File: src/rtl/uart_tx_serializer.sv
// uart_tx_serializer
// Serial transmit stage driven by a debounced send button. A rising edge
// on send while idle launches one LSB-first asynchronous frame carrying din:
// start bit, 8 data bits, optional even parity bit, stop bit. Every bit is
// held for BAUD_CNT = CLK_FREQ/BAUD clock cycles. tx and busy are registered.
// Build option: define TX_PARITY_EN to insert an even parity bit (8E1);
// leave it undefined for plain 8N1.
module uart_tx_serializer #(
  parameter int CLK_FREQ = 100_000_000,
  parameter int BAUD     = 19_200
) (
  input  logic       clk,
  input  logic       reset_n,
  input  logic       send,
  input  logic [7:0] din,
  output logic       tx,
  output logic       busy
);

  localparam int BAUD_CNT = CLK_FREQ / BAUD;
  localparam int CNT_W    = (BAUD_CNT > 1) ? $clog2(BAUD_CNT) : 1;

  typedef enum logic [2:0] {
    S_IDLE,
    S_START,
    S_DATA,
    S_PARITY,
    S_STOP
  } state_t;

  state_t           r_state;
  logic [CNT_W-1:0] r_baud_cnt;
  logic [2:0]       r_bit_idx;
  logic [7:0]       r_shift;
  logic             r_parity;
  logic             r_send_d;
  logic             r_tx;
  logic             r_busy;

  logic             w_launch;
  logic             w_baud_tc;

  // send_d resets high, so a button held through reset release is not an edge.
  assign w_launch  = send & ~r_send_d & (r_state == S_IDLE);
  assign w_baud_tc = (r_baud_cnt == CNT_W'(BAUD_CNT - 1));

  assign tx   = r_tx;
  assign busy = r_busy;

  // Frame sequencer: edge detect, bit timing, bit selection and registered outputs.
  always_ff @(posedge clk or negedge reset_n) begin
    if (!reset_n) begin
      r_state    <= S_IDLE;
      r_baud_cnt <= '0;
      r_bit_idx  <= '0;
      r_shift    <= '0;
      r_parity   <= 1'b0;
      r_send_d   <= 1'b1;
      r_tx       <= 1'b1;
      r_busy     <= 1'b0;
    end else begin
      r_send_d <= send;
      case (r_state)
        S_IDLE: begin
          if (w_launch) begin
            // din is captured here only; later changes cannot disturb the frame.
            r_shift    <= din;
            r_parity   <= ^din;
            r_tx       <= 1'b0;
            r_busy     <= 1'b1;
            r_baud_cnt <= '0;
            r_bit_idx  <= '0;
            r_state    <= S_START;
          end
        end
        S_START: begin
          if (w_baud_tc) begin
            r_baud_cnt <= '0;
            r_tx       <= r_shift[0];
            r_state    <= S_DATA;
          end else begin
            r_baud_cnt <= r_baud_cnt + CNT_W'(1);
          end
        end
        S_DATA: begin
          if (w_baud_tc) begin
            r_baud_cnt <= '0;
            if (r_bit_idx == 3'd7) begin
`ifdef TX_PARITY_EN
              r_tx    <= r_parity;
              r_state <= S_PARITY;
`else
              r_tx    <= 1'b1;
              r_state <= S_STOP;
`endif
            end else begin
              // Shift right so the next data bit is always at position 1.
              r_bit_idx <= r_bit_idx + 3'd1;
              r_shift   <= {1'b0, r_shift[7:1]};
              r_tx      <= r_shift[1];
            end
          end else begin
            r_baud_cnt <= r_baud_cnt + CNT_W'(1);
          end
        end
`ifdef TX_PARITY_EN
        S_PARITY: begin
          if (w_baud_tc) begin
            r_baud_cnt <= '0;
            r_tx       <= 1'b1;
            r_state    <= S_STOP;
          end else begin
            r_baud_cnt <= r_baud_cnt + CNT_W'(1);
          end
        end
`endif
        S_STOP: begin
          if (w_baud_tc) begin
            // Back in IDLE next cycle, so a fresh edge can launch immediately.
            r_baud_cnt <= '0;
            r_busy     <= 1'b0;
            r_state    <= S_IDLE;
          end else begin
            r_baud_cnt <= r_baud_cnt + CNT_W'(1);
          end
        end
        default: begin
          r_baud_cnt <= '0;
          r_tx       <= 1'b1;
          r_busy     <= 1'b0;
          r_state    <= S_IDLE;
        end
      endcase
    end
  end

endmodule

File: config.mk
export PLATFORM = sky130hd
export DESIGN_NAME = uart_tx_serializer
export DESIGN_NICKNAME = d
export VERILOG_FILES = /design/src/rtl/uart_tx_serializer.sv
export SDC_FILE = /design/constraint.sdc
export NUM_CORES = 1
export LEC_CHECK = 0
export ABC_AREA = 1
export CAP_MARGIN = 0
export CORE_MARGIN = 2
export CORE_UTILIZATION = 30
export CTS_BUF_LIST = sky130_fd_sc_hd__clkbuf_8
export DETAILED_ROUTE_END_ITERATION = 10
export GPL_ROUTABILITY_DRIVEN = 0
export HOLD_SLACK_MARGIN = 0.03
export PLACE_DENSITY = 0.47
export SLEW_MARGIN = 20
export SYNTH_ARGS = -nofsm -noshare
export SYNTH_HDL_FRONTEND = slang
export SYNTH_SLANG_ARGS = --single-unit
File: constraint.sdc
create_clock -name clk -period 1.9 [get_ports clk]
set_input_delay 0.475 -clock clk [delete_from_list [all_inputs] [get_ports clk]]
set_output_delay 0.475 -clock clk [all_outputs]
set_load 0.1 [all_outputs]
==> run metrics <==
# rows=29; syn avg cell area=between 7 and 8 µm²; layout cells sized above 1=between 20% and 30%; Finished Cell Area=2290 µm²; DP Wirelength=3340 µm; wire per inst=roughly 12 µm; Tot Pwr=just under 3 mW; CTS tree=built; Worst Hold Class=reg2reg; first-pass GRT wire length=roughly 8000 µm; residual DRC count=0; CTS H-tree depth=2; GRT Residual Overflow=0; Clock Latency Late Sink=~0.29 ns; RSZ-0062 raised after global routing=no; final WL=~4400 µm; Final Max Tran Viols=0; max cap viols=0; Post-Syn Area=1920 µm²; Die ar.=7050 µm²; Core ar.=around 6300 µm²; CTS Hold Bufs=0; Final Hold Fails=0; Least-Margin Pin Slew=approximately 0.4 ns; io pins=13; critical path class=reg2reg; sequential area share after synthesis=between 30 and 40%; Synth Warn #=0; CTS Buffer Depth=2; nets@finish=295; clock slew at reported path FFs=0.07 ns; PD cells=1280 nW/µm²; Worst Skew=0.00730 ns; CP max FO=11; Worst Hold Slack=0.476 ns; DR vias/cell=~4.6; CTS Sinks=30; starting density of the core=a little under a third; min cycle time layout=approximately 1.7 ns; placed insts=about 350; period utilization=about 90%; vias in the first global route=between 1,500 and 2,000; ranking of synthesized cells by area=dfrtp_1 (37%), nand2_1 (16%), nand2_2 (7.5%); First DRT Iteration DRCs=between 60 and 70; Final Non-Filler Cells=about 360; Fill cells=between 600 and 700; area delta synth->final=19.3%; CTS Root Cell=clkbuf_8; antenna violations before repair=0; Final ANT Viol Nets=0; # setup viols final=0; Placement Cell Area=around 2200 µm²; Max Clk Rate=approximately 600 MHz; die height=around 84 µm; WP data arrival=~1.9 ns; gr usage total=between 10 and 15%; Post-Syn Instances=between 200 and 300; DR pass1 iterations=5; TritonCTS buffer count=5; input/output buffers=12; flip-flop and latch count after synthesis=30; share of the synthesized area in the top cell type=between 30% and 40%; number of antenna diodes=0; Setup crit start kind=flop; static leakage=around 1.1 nW; Worst Path Required=2.08 ns; top cell type by total area after synthesis=dfrtp_1; Die X=about 84 µm; pin count of the biggest net entering global routing=31; Peak supply drop=between 0.9 and 1 mV; Syn Nets=between 200 and 300; Setup Fix Bufs, Post-CTS=0; distinct cell type count after synthesis=25; setup TNS=0 ns; result of the run=completed; slew margin rel.=72.8%; CP endpoint kind=flop; post-cts resize count=0; via count=roughly 1,600
worst max-delay path, cell delays in order, from the launching register on:
cell	delay, ns
dfrtp_1	0.46
ha_1	0.22
nand2_2	0.12
nor2_4	0.15
nand3_4	0.14
nand2_8	0.13
nand3_4	0.19
nand2_1	0.12
nand2_1	0.05
registers in the layout (all words and copies together), names as in the netlist:
| signal | count |
|---|---|
| busy | 1 |
| r_baud_cnt | 13 |
| r_bit_idx | 3 |
| r_send_d | 1 |
| r_shift | 8 |
| r_state | 3 |
| tx | 1 |
kinds of logic after synthesis:
family	count (synthesis)	share of synthesized area (%)
AOI/OAI and AO/OA	13	3.46
xor gates and xnor gates	4	1.83
adders and majority gates	3	1.96
buffers and inverters	32	7.57
DFF	30	39.3
and+or+nand+nor	177	45.9
routing by layer:
layer	share of wire, %	global-route usage, %	vias up	wire length [µm]
met3	3.0	3.36	6	132
met5	0	0	-	0
li1	-	-	878	-
met1	50	19.9	740	2240
met4	1.5	4.69	0	68
met2	45	21.2	24	2000
where the power goes:
| group | internal [mW] | switching, mW |
|---|---|---|
| combinational | 0.534 | 0.876 |
| clock | 0.291 | 0.259 |
| sequential | 0.813 | 0.155 |
per-stage QoR:
stage | setup WS (ns) | util [%]
after floorplan | 0.406 | -
after global routing | 0.113 | 36.4
final | 0.226 | 36.4
after global placement | 0.147 | 34.9
after detailed placement | 0.133 | 34.9
after CTS | 0.207 | 36.4
layout by cell type, fill, tap and decap left out, types with 2 or more instances in the layout:
cell type         n
clkdlybuf4s50_1  10
a21oi_1           2
nor2_1           26
dfrtp_1          28
buf_12            3
nand4_1          19
o21ai_0           9
xor2_1            4
dfstp_2           2
inv_2             7
nand3_1          19
buf_4             9
clkbuf_8          6
nand2_2          23
nand2_1          80
inv_1            17
nor2_4            3
ha_1              3
nand3_4           3
worst paths after layout:
check | from | to | slack [ns] | cells after the start
worst max-delay path | r_baud_cnt[0]$_DFFE_PN0P_ | r_shift[0]$_DFFE_PN0P_ | 0.23 | 8
worst min-delay path | r_shift[0]$_DFFE_PN0P_ | r_shift[0]$_DFFE_PN0P_ | 0.48 | 2
worst max register to register | r_baud_cnt[0]$_DFFE_PN0P_ | r_shift[0]$_DFFE_PN0P_ | 0.23 | 8
worst min register to register | r_shift[0]$_DFFE_PN0P_ | r_shift[0]$_DFFE_PN0P_ | 0.48 | 2
max in group asynchronous | reset_n | r_send_d$_DFF_PN1_ | 0.99 | 2
min in group asynchronous | reset_n | r_baud_cnt[5]$_DFFE_PN0P_ | 0.59 | 2
cell usage after synthesis (all sizes together):
cell type,n
or2,1
nor2,30
nor3,1
o22ai,1
xor2,4
buf,7
o21ai,10
inv,25
nand3,22
ha,3
nand2,104
dfrtp,28
nand4,19
a21oi,2
dfstp,2
cell type report:
cell class                 instances  area [µm²]  area share [%]
sequential                        30         753            32.9
tap                               77        96.3            4.21
inverter                          25        96.3            4.21
clock inverter                     2        12.5           0.547
clock buffer                       6        82.6            3.61
timing repair buffer              22         228            9.96
multi-input combinational        197        1020            44.5
Power figures use the tool's default switching activity.
